<file path="config.mk">
export PLATFORM = sky130hd
export DESIGN_NAME = if_stage_module_flat
export DESIGN_NICKNAME = d
export VERILOG_FILES = /design/src/rtl/imem_if.sv /design/src/rtl/if_stage_module.sv /design/src/flat_wrapper.sv
export SDC_FILE = /design/constraint.sdc
export NUM_CORES = 1
export LEC_CHECK = 0
export CORE_ASPECT_RATIO = 0.9
export CORE_UTILIZATION = 40
export DETAILED_ROUTE_END_ITERATION = 7
export DONT_BUFFER_PORTS = 1
export PLACE_DENSITY = 0.55
export SYNTH_ARGS = -nofsm -noshare
export SYNTH_HDL_FRONTEND = slang
export SYNTH_SLANG_ARGS = --single-unit
</file>
<file path="constraint.sdc">
create_clock -name clk -period 5.1 [get_ports clk]
set_input_delay 1.02 -clock clk [delete_from_list [all_inputs] [get_ports clk]]
set_output_delay 1.02 -clock clk [all_outputs]
set_load 0.02 [all_outputs]
</file>
<file path="src/rtl/imem_if.sv">
// Instruction-memory request/acknowledge bundle.
//   req   : fetch request from the fetch stage
//   addr  : fetch address, held constant until acknowledged
//   ack   : transfer completes on an edge where req and ack are both high
//   rdata : instruction word, meaningful while ack is high
// master = fetch stage, slave = instruction memory.
interface imem_if #(
  parameter int ADDRESS_LEN     = 32,
  parameter int INSTRUCTION_LEN = 32
);
  logic                       req;
  logic [ADDRESS_LEN-1:0]     addr;
  logic                       ack;
  logic [INSTRUCTION_LEN-1:0] rdata;

  modport master (output req, output addr, input ack, input rdata);
  modport slave  (input req, input addr, output ack, output rdata);
endinterface

</file>
<file path="src/rtl/if_stage_module.sv">
// Instruction-fetch stage with IF/ID pipeline register.
// Owns the PC, fetches over a req/ack handshake that tolerates wait cycles,
// and presents pc_out/instruction/valid to decode. Bubbles (NOP, valid=0)
// are inserted whenever no real instruction is available.
//
// Ports:
//   clk            : single clock, rising edge
//   rst            : synchronous, active-low reset
//   freeze         : hazard stall, holds IF/ID and PC
//   branch_taken   : redirect from execute, also flushes IF/ID
//   branch_address : redirect target
//   imem           : instruction memory handshake (master side)
//   pc_out         : fetched address + 4 (registered)
//   instruction    : registered instruction
//   valid          : 1 = instruction is real, 0 = bubble
//
// state | meaning
// ------+-------------------------------------------------------------
// FETCH | requesting imem at pc, results go straight to IF/ID
// DROP  | redirect pending; request at old pc must still complete,
//       | its data is thrown away and pc then jumps to tgt
// HOLD  | fetched word parked in skid buffer because of freeze,
//       | no request issued until it drains
module if_stage_module #(
  parameter int                         ADDRESS_LEN     = 32,
  parameter int                         INSTRUCTION_LEN = 32,
  parameter logic [ADDRESS_LEN-1:0]     RESET_PC        = '0,
  parameter logic [INSTRUCTION_LEN-1:0] NOP_INSTR       = 32'hE1A00000
) (
  input  logic                       clk,
  input  logic                       rst,
  input  logic                       freeze,
  input  logic                       branch_taken,
  input  logic [ADDRESS_LEN-1:0]     branch_address,
  imem_if.master                     imem,
  output logic [ADDRESS_LEN-1:0]     pc_out,
  output logic [INSTRUCTION_LEN-1:0] instruction,
  output logic                       valid
);

  typedef enum logic [1:0] {
    FETCH = 2'd0,
    DROP  = 2'd1,
    HOLD  = 2'd2
  } state_t;

  localparam logic [ADDRESS_LEN-1:0] ADDR_STEP = ADDRESS_LEN'(4);

  state_t                     state, state_nxt;
  logic [ADDRESS_LEN-1:0]     pc, pc_nxt;
  logic [ADDRESS_LEN-1:0]     tgt, tgt_nxt;
  logic [INSTRUCTION_LEN-1:0] buf_instr, buf_instr_nxt;
  logic [ADDRESS_LEN-1:0]     buf_pc, buf_pc_nxt;
  logic [ADDRESS_LEN-1:0]     pc_out_nxt;
  logic [INSTRUCTION_LEN-1:0] instruction_nxt;
  logic                       valid_nxt;

  logic                       req;
  logic                       xfer;
  logic [ADDRESS_LEN-1:0]     pc_inc;

  // Request is masked during reset because the memory is reset with us and
  // any outstanding transfer is abandoned.
  assign req       = (state != HOLD) && rst;
  assign xfer      = req && imem.ack;
  assign pc_inc    = pc + ADDR_STEP;
  assign imem.req  = req;
  assign imem.addr = pc;

  always_ff @(posedge clk) begin
    if (!rst) begin
      state       <= FETCH;
      pc          <= RESET_PC;
      tgt         <= '0;
      buf_instr   <= '0;
      buf_pc      <= '0;
      pc_out      <= '0;
      instruction <= NOP_INSTR;
      valid       <= 1'b0;
    end else begin
      state       <= state_nxt;
      pc          <= pc_nxt;
      tgt         <= tgt_nxt;
      buf_instr   <= buf_instr_nxt;
      buf_pc      <= buf_pc_nxt;
      pc_out      <= pc_out_nxt;
      instruction <= instruction_nxt;
      valid       <= valid_nxt;
    end
  end

  always_comb begin
    state_nxt       = state;
    pc_nxt          = pc;
    tgt_nxt         = tgt;
    buf_instr_nxt   = buf_instr;
    buf_pc_nxt      = buf_pc;
    pc_out_nxt      = pc_out;
    instruction_nxt = instruction;
    valid_nxt       = valid;

    unique case (state)
      FETCH: begin
        if (branch_taken) begin
          instruction_nxt = NOP_INSTR;
          valid_nxt       = 1'b0;
          if (xfer) begin
            pc_nxt = branch_address;
          end else begin
            // Request cannot be withdrawn; wait for it in DROP.
            tgt_nxt   = branch_address;
            state_nxt = DROP;
          end
        end else if (xfer) begin
          pc_nxt = pc_inc;
          if (freeze) begin
            buf_instr_nxt = imem.rdata;
            buf_pc_nxt    = pc_inc;
            state_nxt     = HOLD;
          end else begin
            instruction_nxt = imem.rdata;
            pc_out_nxt      = pc_inc;
            valid_nxt       = 1'b1;
          end
        end else if (!freeze) begin
          instruction_nxt = NOP_INSTR;
          valid_nxt       = 1'b0;
        end
      end

      DROP: begin
        if (branch_taken) begin
          tgt_nxt = branch_address;
        end
        if (xfer) begin
          pc_nxt    = branch_taken ? branch_address : tgt;
          state_nxt = FETCH;
        end
        if (branch_taken || !freeze) begin
          instruction_nxt = NOP_INSTR;
          valid_nxt       = 1'b0;
        end
      end

      HOLD: begin
        if (branch_taken) begin
          pc_nxt          = branch_address;
          state_nxt       = FETCH;
          instruction_nxt = NOP_INSTR;
          valid_nxt       = 1'b0;
        end else if (!freeze) begin
          instruction_nxt = buf_instr;
          pc_out_nxt      = buf_pc;
          valid_nxt       = 1'b1;
          state_nxt       = FETCH;
        end
      end

      default: begin
        state_nxt = FETCH;
      end
    endcase
  end

endmodule

</file>
<file path="src/flat_wrapper.sv">
// flat-port wrapper written by rule: the top's interface ports become plain ports
module if_stage_module_flat 
#(
  parameter int                         ADDRESS_LEN     = 32,
  parameter int                         INSTRUCTION_LEN = 32,
  parameter logic [ADDRESS_LEN-1:0]     RESET_PC        = '0,
  parameter logic [INSTRUCTION_LEN-1:0] NOP_INSTR       = 32'hE1A00000
)
  (clk, rst, freeze, branch_taken, branch_address, pc_out, instruction, valid, imem_req, imem_addr, imem_ack, imem_rdata);
  imem_if #(.ADDRESS_LEN(ADDRESS_LEN), .INSTRUCTION_LEN(INSTRUCTION_LEN)) imem_i ();
  input  logic clk;
  input  logic rst;
  input  logic freeze;
  input  logic branch_taken;
  input  logic [ADDRESS_LEN-1:0] branch_address;
  output logic [ADDRESS_LEN-1:0] pc_out;
  output logic [INSTRUCTION_LEN-1:0] instruction;
  output logic valid;
  output wire logic [$bits(imem_i.req)-1:0] imem_req;
  output wire logic [$bits(imem_i.addr)-1:0] imem_addr;
  input wire logic [$bits(imem_i.ack)-1:0] imem_ack;
  input wire logic [$bits(imem_i.rdata)-1:0] imem_rdata;
  assign imem_req = imem_i.req;
  assign imem_addr = imem_i.addr;
  assign imem_i.ack = imem_ack;
  assign imem_i.rdata = imem_rdata;
  if_stage_module #(.ADDRESS_LEN(ADDRESS_LEN), .INSTRUCTION_LEN(INSTRUCTION_LEN), .RESET_PC(RESET_PC), .NOP_INSTR(NOP_INSTR)) u_core (.clk(clk), .rst(rst), .freeze(freeze), .branch_taken(branch_taken), .branch_address(branch_address), .imem(imem_i), .pc_out(pc_out), .instruction(instruction), .valid(valid));
endmodule
</file>
==> run_results.csv <==
group,metric,value,unit
yosys,yosysUniqueCellTypes,69,
worst_setup_path,path_buf_inv,1,
cts,postCtsHoldBufs,0,
die,coreArea,21900,µm²
yosys,ys_seq_area_share,43.2,%
cells_and_area,fin_area,9710,µm²
drt,wl_per_cell,20.3,µm
worst_setup_path,cp_top_family,"simple AND/OR/NAND/NOR gates",
yosys,ys.warnings.count,0,
cells_and_area,fillCellCount,2198,
cells_and_area,final_common_cell,"nand2_1",
cts,cts_resized,0,
cts,post_cts_buffers,0,
drt,drt-total-wl,27900,µm
grt,grt_use_total,23.4,%
worst_setup_path,critPathSlowestCell,"nor2_2",
yosys,synthesis.area,9040,µm²
outcome,status,"finished, final reports clean",
timing,fmax,0.305,GHz
job,drv_cap,0,
cts,cts_buffers,17,
yosys,syn_inst,1148,
worst_setup_path,crit_arrival,3.64,ns
yosys,syn-num-nets,1222,
worst_setup_path,crit_path_cell_trace,"inv_1, ha_1, or2_2, nor2_2, a221oi_1, nor3_1",
yosys,syn_area_per_cell,7.88,µm²
die,start_util,41.3,%
drt,firstDrtPassIters,5,
cells_and_area,fin_util,44.4,%
drt,num_vias,8124,
die,ios,167,
drt,drc,0,
cts,cts_root_buf,"clkbuf_16",
worst_setup_path,critPathKind,"register to register",
timing,maxSlewHeadroom,18.6,%
placed_design,gp_congestion,0.813,
yosys,synthArstFlopShare,0,%
die,die-height,145,µm
yosys,ys_ff_latch,195,
timing,setup_violations,0,
drt,drt-initial-drc-count,819,
cts,path_clk_slew,0.08,ns
grt,grt_pass1_wl,42300,µm
yosys,synth_edf_count,0,
hold_path,hold_path_class,"register to register",
timing,finalCritPeriodShare,64.3,%
worst_setup_path,crit_path_max_fanout,38,
timing,rsz0062_at_grt,"false",
power,finalPower,3.52,mW
worst_setup_path,max_stage_delay,1.03,ns
cts,htreeDepth,4,
placed_design,pre_cts_ws,1.85,ns
timing,finalSetupTns,0,ns
power,p_per_area,363,nW/µm²
grt,grt_start_max_net_pins,84,
worst_setup_path,start_kind,"register",
timing,hold_viol_final,0,
cells_and_area,layout-drive-gt1-share,7.27,%
placed_design,portBuffers,0,
timing,worst_pin_slew,1.22,ns
cells_and_area,seqCellArea,3900,µm²
placed_design,dpl-instance-area,9110,µm²
power,p_leak,3.26,nW
yosys,synthFlopType,"dfxtp_1",
grt,grt_overflow,0,
worst_setup_path,endpoint_kind,"register",
drt,avgViaCountPerCell,5.90,
power,ir_worst_vdd,0.226,mV
die,die_width,160,µm
grt,grt_antenna_before_repair,0,
cts,clock-sinks,195,
cells_and_area,nNetsFinal,1148,
drt,drtAntennaViolNets,0,
grt,grt_pass1_vias,6986,
timing,setup_ws,1.82,ns
worst_setup_path,required,5.46,ns
die,dieArea,23200,µm²
cells_and_area,num_antenna_cells,0,
timing,slew_violations,0,
cells_and_area,area_delta_synth_final,7.42,%
cts,clock_latency,0.44,ns
cts,clockBufferDepth,2,
cells_and_area,final_cell_mix,"nand2_1, dfxtp_1, a21oi_1",
placed_design,hpwl,18300,µm
cts,cts_tree,"yes",
timing,fin_skew,0.0111,ns
timing,fin_crit,3.28,ns
die,fp-row-count,51,
cells_and_area,multi_input_area,4720,µm²
==> registers in the layout (all words and copies together), names as in the netlist <==
name,count
u_core.tgt,32
u_core.imem.addr,32
u_core.pc_out,32
u_core.state,2
u_core.buf_instr,32
u_core.instruction,32
u_core.valid,1
u_core.buf_pc,32
==> path summary, 6_finish.rpt <==
check	from	end	slack, ns	depth (start not counted)
setup / recovery	u_core.state[0]	u_core.instruction[2]	1.82	6
hold / removal	u_core.tgt[1]	u_core.tgt[1]	0.45	2
setup reg to reg	u_core.state[0]	u_core.instruction[2]	1.82	6
hold reg to reg	u_core.tgt[1]	u_core.tgt[1]	0.45	2
==> worst register-to-register path, stage by stage (launching register included) <==
cell and delay [ns]:
dfxtp_1 0.38, inv_1 0.08, ha_1 0.56, or2_2 0.70, nor2_2 1.03, a221oi_1 0.26
nor3_1 0.19
==> metal layers <==
metal | global-route usage, % | wire length [µm] | vias to the layer above
met4 | 5.61 | 311 | 0
met1 | 35.6 | 13400 | 3847
met2 | 31.1 | 11400 | 286
li1 | - | - | 3965
met5 | 0 | 0 | -
met3 | 7.03 | 2790 | 26
==> cell type report <==
type                            count  area share, %
Tap cell                          291           3.75
Clock inverter                     15           1.78
Clock buffer                       17           4.38
Timing Repair Buffer               11          0.850
Sequential cell                   195           40.2
Multi-Input combinational cell    838           48.6
Inverter                           11          0.451
==> kinds of logic (layout without fill, tap and decap cells) <==
logic type	Yosys count	count (layout)	synth area share [%]
and+or+nand+nor	460	460	23.4
adders and majority gates	5	5	0.692
buffers and inverters	115	54	5.13
xor gates and xnor gates	21	21	2.03
DFF	195	195	43.2
muxes	10	10	1.19
AOI/OAI and AO/OA	342	342	24.4
==> report_power, final <==
| part | internal, mW | switching (mW) |
|---|---|---|
| clock network | 0.701 | 0.682 |
| logic | 0.140 | 0.261 |
| registers | 1.60 | 0.140 |
==> synthesized netlist by cell type (7+ instances only) <==
library cell | n | area share [%]
a21oi_1 | 127 | 7.0
inv_1 | 10 | 0.42
buf_2 | 10 | 0.55
nand2b_1 | 7 | 0.48
o21ai_0 | 56 | 3.1
a31oi_1 | 9 | 0.62
nand2_1 | 197 | 8.2
nor3_1 | 49 | 2.7
and3_1 | 10 | 0.69
nor4_1 | 11 | 0.76
o21a_1 | 8 | 0.66
xor2_1 | 8 | 0.78
dfxtp_1 | 195 | 43
nand3_1 | 29 | 1.6
buf_1 | 8 | 0.33
a211oi_1 | 24 | 2.0
o22ai_1 | 13 | 0.90
a22o_1 | 18 | 1.7
clkbuf_1 | 81 | 3.4
a221oi_1 | 27 | 2.6
xnor2_1 | 13 | 1.3
a22oi_1 | 8 | 0.66
nor2_1 | 111 | 4.6
==> through the flow <==
step / instances / hold slack, ns
2_1_floorplan: 1148 / 0.434
3_3_place_gp: 1346 / 0.443
3_5_place_dp: 1346 / 0.447
4_1_cts: 1378 / 0.458
5_1_grt: 1378 / 0.469
6_report: 1378 / 0.454
Power figures use the tool's default switching activity.
